===== src/rtl/mano_io_interrupt_if.sv =====
// Keyboard/printer handshake bundle for the Mano I/O unit.
// slave = the I/O unit, master = the external devices.
interface mano_io_interrupt_if #(
    parameter int DATA_W = 8
);
    logic [DATA_W-1:0] kbd_data;
    logic              kbd_valid;
    logic              kbd_ready;
    logic [DATA_W-1:0] prt_data;
    logic              prt_valid;
    logic              prt_ack;

    modport master (
        output kbd_data, kbd_valid, prt_ack,
        input  kbd_ready, prt_data, prt_valid
    );

    modport slave (
        input  kbd_data, kbd_valid, prt_ack,
        output kbd_ready, prt_data, prt_valid
    );
endinterface


===== src/rtl/mano_io_interrupt.sv =====
// Mano basic-computer I/O and interrupt unit: INPR/OUTR, FGI/FGO, IEN, R
// and execution of INP, OUT, SKI, SKO, ION, IOF.
module mano_io_interrupt #(
    parameter int DATA_W = 8
) (
    input  logic                 clk,
    input  logic                 rst,
    input  logic [2:0]           t,
    input  logic                 io_exec,
    input  logic [5:0]           ir_io,
    input  logic [DATA_W-1:0]    ac_low,
    mano_io_interrupt_if.slave   dev,
    output logic [DATA_W-1:0]    inpr,
    output logic                 fgi,
    output logic                 fgo,
    output logic                 ien,
    output logic                 r_flag,
    output logic                 skip
);
    logic [DATA_W-1:0] outr;
    logic op_inp, op_out, op_ski, op_sko, op_ion, op_iof;
    logic kbd_take, prt_done, r_set, r_clr;

    // ir_io = {INP, OUT, SKI, SKO, ION, IOF}
    assign op_inp = io_exec & ir_io[5];
    assign op_out = io_exec & ir_io[4];
    assign op_ski = io_exec & ir_io[3];
    assign op_sko = io_exec & ir_io[2];
    assign op_ion = io_exec & ir_io[1];
    assign op_iof = io_exec & ir_io[0];

    assign kbd_take = dev.kbd_valid & ~fgi;
    assign prt_done = dev.prt_ack & ~fgo;
    // RT2 happens at t==2, which the set term excludes, so the two never collide.
    assign r_set    = (t > 3'd2) & ien & (fgi | fgo) & ~r_flag;
    assign r_clr    = (t == 3'd2) & r_flag;

    assign skip          = (op_ski & fgi) | (op_sko & fgo);
    assign dev.kbd_ready = ~fgi;
    assign dev.prt_valid = ~fgo;
    assign dev.prt_data  = outr;

    always_ff @(posedge clk or posedge rst) begin
        if (rst) begin
            inpr   <= '0;
            outr   <= '0;
            fgi    <= 1'b0;
            fgo    <= 1'b1;
            ien    <= 1'b0;
            r_flag <= 1'b0;
        end else begin
            if (kbd_take) begin
                inpr <= dev.kbd_data;
                fgi  <= 1'b1;
            end else if (op_inp) begin
                fgi  <= 1'b0;
            end

            // A fresh OUT beats a printer ack landing on the same edge.
            if (op_out) begin
                outr <= ac_low;
                fgo  <= 1'b0;
            end else if (prt_done) begin
                fgo  <= 1'b1;
            end

            if (op_iof || r_clr)
                ien <= 1'b0;
            else if (op_ion)
                ien <= 1'b1;

            if (r_clr)
                r_flag <= 1'b0;
            else if (r_set)
                r_flag <= 1'b1;
        end
    end
endmodule

===== src/flat_wrapper.sv =====
// flat-port wrapper written by rule: the top's interface ports become plain ports
module mano_io_interrupt_flat 
#(
    parameter int DATA_W = 8
)
  (clk, rst, t, io_exec, ir_io, ac_low, inpr, fgi, fgo, ien, r_flag, skip, dev_kbd_data, dev_kbd_valid, dev_prt_ack, dev_kbd_ready, dev_prt_data, dev_prt_valid);
  mano_io_interrupt_if #(.DATA_W(DATA_W)) dev_i ();
  input  logic clk;
  input  logic rst;
  input  logic [2:0] t;
  input  logic io_exec;
  input  logic [5:0] ir_io;
  input  logic [DATA_W-1:0] ac_low;
  output logic [DATA_W-1:0] inpr;
  output logic fgi;
  output logic fgo;
  output logic ien;
  output logic r_flag;
  output logic skip;
  input wire logic [$bits(dev_i.kbd_data)-1:0] dev_kbd_data;
  input wire logic [$bits(dev_i.kbd_valid)-1:0] dev_kbd_valid;
  input wire logic [$bits(dev_i.prt_ack)-1:0] dev_prt_ack;
  output wire logic [$bits(dev_i.kbd_ready)-1:0] dev_kbd_ready;
  output wire logic [$bits(dev_i.prt_data)-1:0] dev_prt_data;
  output wire logic [$bits(dev_i.prt_valid)-1:0] dev_prt_valid;
  assign dev_i.kbd_data = dev_kbd_data;
  assign dev_i.kbd_valid = dev_kbd_valid;
  assign dev_i.prt_ack = dev_prt_ack;
  assign dev_kbd_ready = dev_i.kbd_ready;
  assign dev_prt_data = dev_i.prt_data;
  assign dev_prt_valid = dev_i.prt_valid;
  mano_io_interrupt #(.DATA_W(DATA_W)) u_core (.clk(clk), .rst(rst), .t(t), .io_exec(io_exec), .ir_io(ir_io), .ac_low(ac_low), .dev(dev_i), .inpr(inpr), .fgi(fgi), .fgo(fgo), .ien(ien), .r_flag(r_flag), .skip(skip));
endmodule

===== config.mk =====
export PLATFORM = sky130hd
export DESIGN_NAME = mano_io_interrupt_flat
export DESIGN_NICKNAME = d
export VERILOG_FILES = /design/src/rtl/mano_io_interrupt_if.sv /design/src/rtl/mano_io_interrupt.sv /design/src/flat_wrapper.sv
export SDC_FILE = /design/constraint.sdc
export NUM_CORES = 1
export LEC_CHECK = 0
export ABC_CLOCK_PERIOD_IN_PS = 3460
export CAP_MARGIN = 20
export CORE_MARGIN = 10
export CORE_UTILIZATION = 37
export DETAILED_ROUTE_END_ITERATION = 8
export PLACE_DENSITY = 0.79
export SYNTH_ARGS = -nofsm -noshare
export SYNTH_HDL_FRONTEND = slang
export SYNTH_SLANG_ARGS = --single-unit

===== constraint.sdc =====
create_clock -name clk -period 3.46 [get_ports clk]
set_clock_uncertainty 0.1 [all_clocks]
set_input_delay 0.692 -clock clk [delete_from_list [all_inputs] [get_ports clk]]
set_output_delay 0.692 -clock clk [all_outputs]
set_load 0.01 [all_outputs]

==> reports/metrics.cfg <==
[synth]
synth_area_sq_um=823
netlist-cell-type-count=19
ys.warnings.count=0
synth_area_per_cell_sq_um=15.2
seq_area_frac_synth_pct=60.9
synth_cells=54
synthesis.nets=84
yosys_register_bits=20

[cts]
cts_resized=0
cts_tree=done
clock-sinks=20
numCtsBuffers=3
postCtsSetupRepairBufs=0
cts_hold_buf=0
clk_path_buf_depth=2
path_clk_slew_ps=120
cts_max_level=1
insertion_delay_ps=300
root_buffer=clkbuf_4

[floorplanning]
rows=17
io_pins=53
initial_core_util_pct=37.9
die_area_sq_mm=0.00451
die_h_um=67.2
fp.dieW_um=67.2
core_sq_mm=0.00217

[global_route]
grt_overflow=0
grt_pass1_wl_mm=3.83
met1_usage_pct=11.3
grt_pass1_vias=764
grtUsageMet3_pct=6.12
grt_max_degree=21
grt.total_usage_pct=11.1
grt_busiest_layer=met2
antenna_found_initial=0
use_met2_pct=18.7

[finish]
final_net_count=140
diodes=0
syn_to_final_growth_pct=70.5
drive_gt1_share_pct=21.1

[setup_path]
cp_num_buf_inv=2
crit_family=buffers and inverters
r2r-end=u_core.inpr[5]$_DFFE_PP0P_
crit_arrival_ps=1950
reg2reg_depth=2
cp_slowest_cell=clkdlybuf4s50_1
r2r-start=u_core.fgi$_DFFE_PP0P_
endpoint_kind=output pin
critPathMostFrequentCell=clkdlybuf4s50_1
required_ps=2670
max_stage_delay_ps=570
crit_type=in2out
cp-start-kind=input pin
cp_max_fo=5
cp_cell_sequence=clkdlybuf4s50_1, nor2b_1, clkdlybuf4s50_1
rrSetupSlack_ps=1950

[worst_hold_path]
hold_depth=1
hold_path.startpoint=u_core.dev.prt_data[7]$_DFFE_PP0P_
min_path_type=reg2reg
holdPathEnd=u_core.dev.prt_data[7]$_DFFE_PP0P_

[sta]
tightest_slew_ps=735
maxSlewViolCount=0
finalCritPeriodShare_pct=79.1
finalSetupTns_ps=0
slew_headroom_pct=50.9
setup_viol=0
rsz0062_at_grt=false
hold_viol=0
period_minus_slack_ps=2740
setup_slack_ps=722
max_freq_ghz=0.365

[power]
cellPowerDensity_mw_per_mm2=494
power_leakage_nw=0.595
peakVddDrop_mv=0.273
finalPower_w=0.000693

[route]
drt_wl_total_mm=2.38
drcViolationCount=0
drt-wirelength-per-cell_um=17.4
drtPass1Iterations=2
drt_iter0_markers=14
postRouteAntennaNets=0
viasPerCell=4.73
vias=648

[placement]
pre_cts_ws_ps=716
port_buffers=52
place_hpwl_mm=1.95
gp_congestion=0.738

[outcome]
outcome=finished clean

[job]
max-cap-violations=0

## report_power, final
part,switching (W),internal [W]
combinational,0.0000792,0.000164
sequential,0.0000291,0.000281
clock,0.0000759,0.0000642
total,0.000184,0.000509
## worst max path at each step
stage | from | to | slack, ps | cells after the start
detailed placement | io_exec | skip | 720 | 3
global route | io_exec | skip | 650 | 3
CTS | io_exec | skip | 720 | 3
finish | io_exec | skip | 720 | 3
global placement | io_exec | skip | 740 | 3
floorplan | ir_io[3] | skip | 1710 | 2
## layout by cell type (no fill, tap or decap), drive strengths merged
master and instances:
o21a 1, o21ai 1, dfstp 1, a22oi 1, nor3b 1, mux2 16
nor2b 2, nor2 1, clkbuf 4, a221oi 1, a31oi 1, nor3 1
a211oi 1, inv 4, dfrtp 19, a21oi 1, clkdlybuf4s50 52, nand2 1
## registers in the layout, summed over array words and instances, names as in the netlist
signal / flops
u_core.fgi: 1
u_core.ien: 1
u_core.r_flag: 1
u_core.inpr: 8
u_core.fgo: 1
u_core.dev.prt_data: 8
## cells in the mapped netlist (all sizes together)
library cell	n	area [sq um]
dfrtp	19	475
mux2	16	210
inv	4	15.0
nor2b	2	15.0
a211oi	1	7.51
a21oi	1	5.00
a221oi	1	8.76
a22oi	1	7.51
a31oi	1	6.26
buf	1	11.3
dfstp	1	26.3
nand2	1	6.26
nor2	1	3.75
nor3	1	5.00
nor3b	1	7.51
o21a	1	7.51
o21ai	1	5.00
## layout make-up
type | instances | area, sq um
Fill cell | 182 | 766
Timing Repair Buffer | 52 | 520
Sequential cell | 20 | 502
Multi-Input combinational cell | 29 | 295
Clock buffer | 4 | 36.3
Tap cell | 28 | 35.0
Inverter | 4 | 15.0
## cell families after synthesis
family	synth area share, %
multiplexers	25.5
buffers and inverters	3.19
AND/OR/NAND/NOR	4.56
AO/OA/AOI/OAI	5.78
flip-flops	60.9
## per-layer routing
metal	vias to the layer above	part of all wire [%]
li1	301	-
met1	310	37
met2	31	50
met3	6	11
met4	0	2.4
met5	-	0
## metrics by stage
stage | utilization [%] | hold slack (ps) | instance area [sq um] | instances
2_1_floorplan | - | 439 | 823 | 54
3_3_place_gp | 63.0 | 388 | 1370 | 133
3_5_place_dp | 63.0 | 396 | 1370 | 133
4_1_cts | 64.7 | 422 | 1400 | 137
5_1_grt | 64.7 | 438 | 1400 | 137
6_report | 64.7 | 418 | 1400 | 137
No activity file was read; power rests on OpenSTA's default activity.
==> patch: new RTL, same flow settings <==
Register the output `r_flag` once more, without a reset; this adds one clock of latency there. The other outputs are not delayed to match.
--- a/src/rtl/mano_io_interrupt.sv
+++ b/src/rtl/mano_io_interrupt.sv
@@ -19,2 +19,4 @@
 );
+
+    logic r_flag_s0;
     logic [DATA_W-1:0] outr;
@@ -34,4 +36,4 @@
     // RT2 happens at t==2, which the set term excludes, so the two never collide.
-    assign r_set    = (t > 3'd2) & ien & (fgi | fgo) & ~r_flag;
-    assign r_clr    = (t == 3'd2) & r_flag;
+    assign r_set    = (t > 3'd2) & ien & (fgi | fgo) & ~r_flag_s0;
+    assign r_clr    = (t == 3'd2) & r_flag_s0;
 
@@ -49,3 +51,3 @@
             ien    <= 1'b0;
-            r_flag <= 1'b0;
+            r_flag_s0 <= 1'b0;
         end else begin
@@ -72,7 +74,11 @@
             if (r_clr)
-                r_flag <= 1'b0;
+                r_flag_s0 <= 1'b0;
             else if (r_set)
-                r_flag <= 1'b1;
+                r_flag_s0 <= 1'b1;
         end
     end
+    always_ff @(posedge clk) begin
+        r_flag <= r_flag_s0;
+    end
+
 endmodule
Check against the original RTL: not equivalent (a bounded check fails within 4 cycles, from zero or initial values and one cycle with rst high).
==> patch against the original RTL <==
Power is 1.4% lower. Setup slack got worse by 0.0089 ns. Global-route usage decreased by 1.3 points. Sequential power rose by 5%. Sequential cell count increased by 1. Routed wire length down 2.8%. Synthesized area grew 2.4%. Design area rose by 0.80%. Critical path type unchanged. Synthesized cell count grew 1.9%.
==> patch: results (changes against the original RTL) <==
run_status:
  status: "finished, final reports clean"  # unchanged
clock_tree:
  clock_latency_ns: 0.30  # about the same
  ctsRootBufferMaster: "clkbuf_4"  # unchanged
  cts_buffer_depth: 2  # unchanged
  ctsResizeCount: 0  # unchanged
  post-cts-setup-buffer-count: 0  # unchanged
  cts.htree.levels: 1  # unchanged
  cts_buffers: 3  # unchanged
  clk_pin_slew_ns: 0.12  # about the same
routing:
  wl_met3_um: 223  # was 252 µm
  drtIter0Drc: 26  # was 14
  top_layer: "met3"  # was met4
  wl_met1_um: 855  # was 878 µm
  detail_route.wirelength_mm: 2.31  # was 2.38 mm
  routed-wl-met2_mm: 1.23  # was 1.19 mm
  routed_via_density: 4.59  # was 4.73
  firstDrtPassIters: 3  # was 2
global_routing:
  grt_pass1_wl_mm: 3.47  # was 3.83 mm
  grt_max_degree: 21  # unchanged
  first_global_vias: 722  # was 764
  antenna_found_initial: 0  # unchanged
  grt_usage_pct: 9.78  # was 11.1%
cells_and_area:
  n_fill_cell: 174  # was 182
  layout-drive-gt1-share_pct: 20.9  # was 21.1%
  n_antenna_cell: 0  # unchanged
  final_cell_count_no_fill: 138  # was 137
synthesis:
  synth.distinct_cells: 20  # was 19
  synthesis.nets: 85  # was 84
  yosys-top-cells-area: "dfrtp_1 56%, mux2_4 14%, mux2_2 11%, dfstp_2 3.1%, dfxtp_1 2.4%"  # was dfrtp_1 58%, mux2_4 15%, mux2_2 11%, dfstp_2 3.2%, inv_1 1.8%
  seq_area_frac_synth_pct: 61.9  # was 60.9%
  yosys_warnings: 0  # unchanged
  synthTopCellsByCount: "19 x dfrtp_1, 8 x mux2_2, 8 x mux2_4"  # unchanged
  async_flop_share_pct: 95.2  # was 100%
  synth_edf_count: 0  # unchanged
  synth_cells: 55  # was 54
worst_setup_path:
  r2r-start: "u_core.fgi$_DFFE_PP0P_"  # unchanged
  r2r_end: "u_core.inpr[0]$_DFFE_PP0P_"  # was u_core.inpr[5]$_DFFE_PP0P_
  cp_max_fo: 5  # unchanged
  r2r_cells: 2  # unchanged
  crit_arrival_ns: 1.96
  r2r_setup_slack_ns: 1.92  # was 1.95 ns
pwr:
  p_leak_nw: 0.600  # was 0.595 nW
  vdd_drop_max_v: 0.000247  # was 0.000273 V
timing:
  hold_viol: 0  # unchanged
  hold-worst-slack_ns: 0.367  # was 0.418 ns
  maxSlewHeadroom_pct: 51.6  # was 50.9%
placed_design:
  io_buffers: 52  # unchanged
  preCtsSetupSlack_ns: 0.718  # was 0.716 ns
  post-dp-hpwl_mm: 1.94  # was 1.95 mm
  gp_congestion: 0.801  # was 0.738
  placed_area_um2: 1390  # was 1370 µm²
  dpl.cell_count: 134  # was 133
hold_path:
  min_from: "u_core.r_flag_s0$_DFFE_PP0P_"  # was u_core.dev.prt_data[7]$_DFFE_PP0P_
  hold_class: "flop to flop"  # unchanged
  whs_path_depth: 0  # was 1
  hold_end: "u_core.r_flag$_DFF_P_"  # was u_core.dev.prt_data[7]$_DFFE_PP0P_
[patch: cell count changes in the layout (fill, tap and decap cells not counted)]
cell      change
dfxtp_1       +1
clkinv_2      +1
clkbuf_8      -1
[patch: worst max path at each step]
| stage | start | endpoint | slack, ns | cells after the start |
|---|---|---|---|---|
| after floorplan | ir_io[3] | skip | 1.71 | 2 |
| after global placement | io_exec | skip | 0.73 | 3 |
| after detailed placement | io_exec | skip | 0.72 | 3 |
| after CTS | io_exec | skip | 0.72 | 3 |
| after global routing | io_exec | skip | 0.62 | 3 |
| final | io_exec | skip | 0.71 | 3 |
[patch: where the power goes]
group | switching (mW) | total [mW] | internal, mW | leakage (nW)
logic | 0.0789 | 0.243 | 0.164 | 0.342
clock network | 0.0731 | 0.116 | 0.0430 | 0.0177
registers | 0.0291 | 0.324 | 0.295 | 0.241
[patch: per-layer routing]
metal / track usage [%] / vias to the layer above
met5: 0 / -
met4: 2.31 / 0
met3: 3.97 / 0
met2: 17.0 / 25
met1: 10.9 / 306
li1: - / 302
[patch: layout make-up]
class | instances | area, µm² | area share, %
tap | 28 | 35.0 | 2.48
inverter | 4 | 15.0 | 1.06
timing repair buffer | 52 | 520 | 36.8
multi-input combinational | 29 | 295 | 20.9
clock inverter | 1 | 5.00 | 0.354
sequential | 21 | 522 | 36.9
clock buffer | 3 | 22.5 | 1.59
[patch: critical path, stage by stage]
cell,delay [ns]
clkdlybuf4s50_1,0.56
nor2b_1,0.16
clkdlybuf4s50_1,0.55
[patch: kinds of logic after synthesis]
family,after synthesis,share of synthesized area [%]
AOI/OAI and AO/OA,7,5.64
buffers and inverters,5,3.12
DFF,21,61.9
muxes,16,24.9
and+or+nand+nor,6,4.45
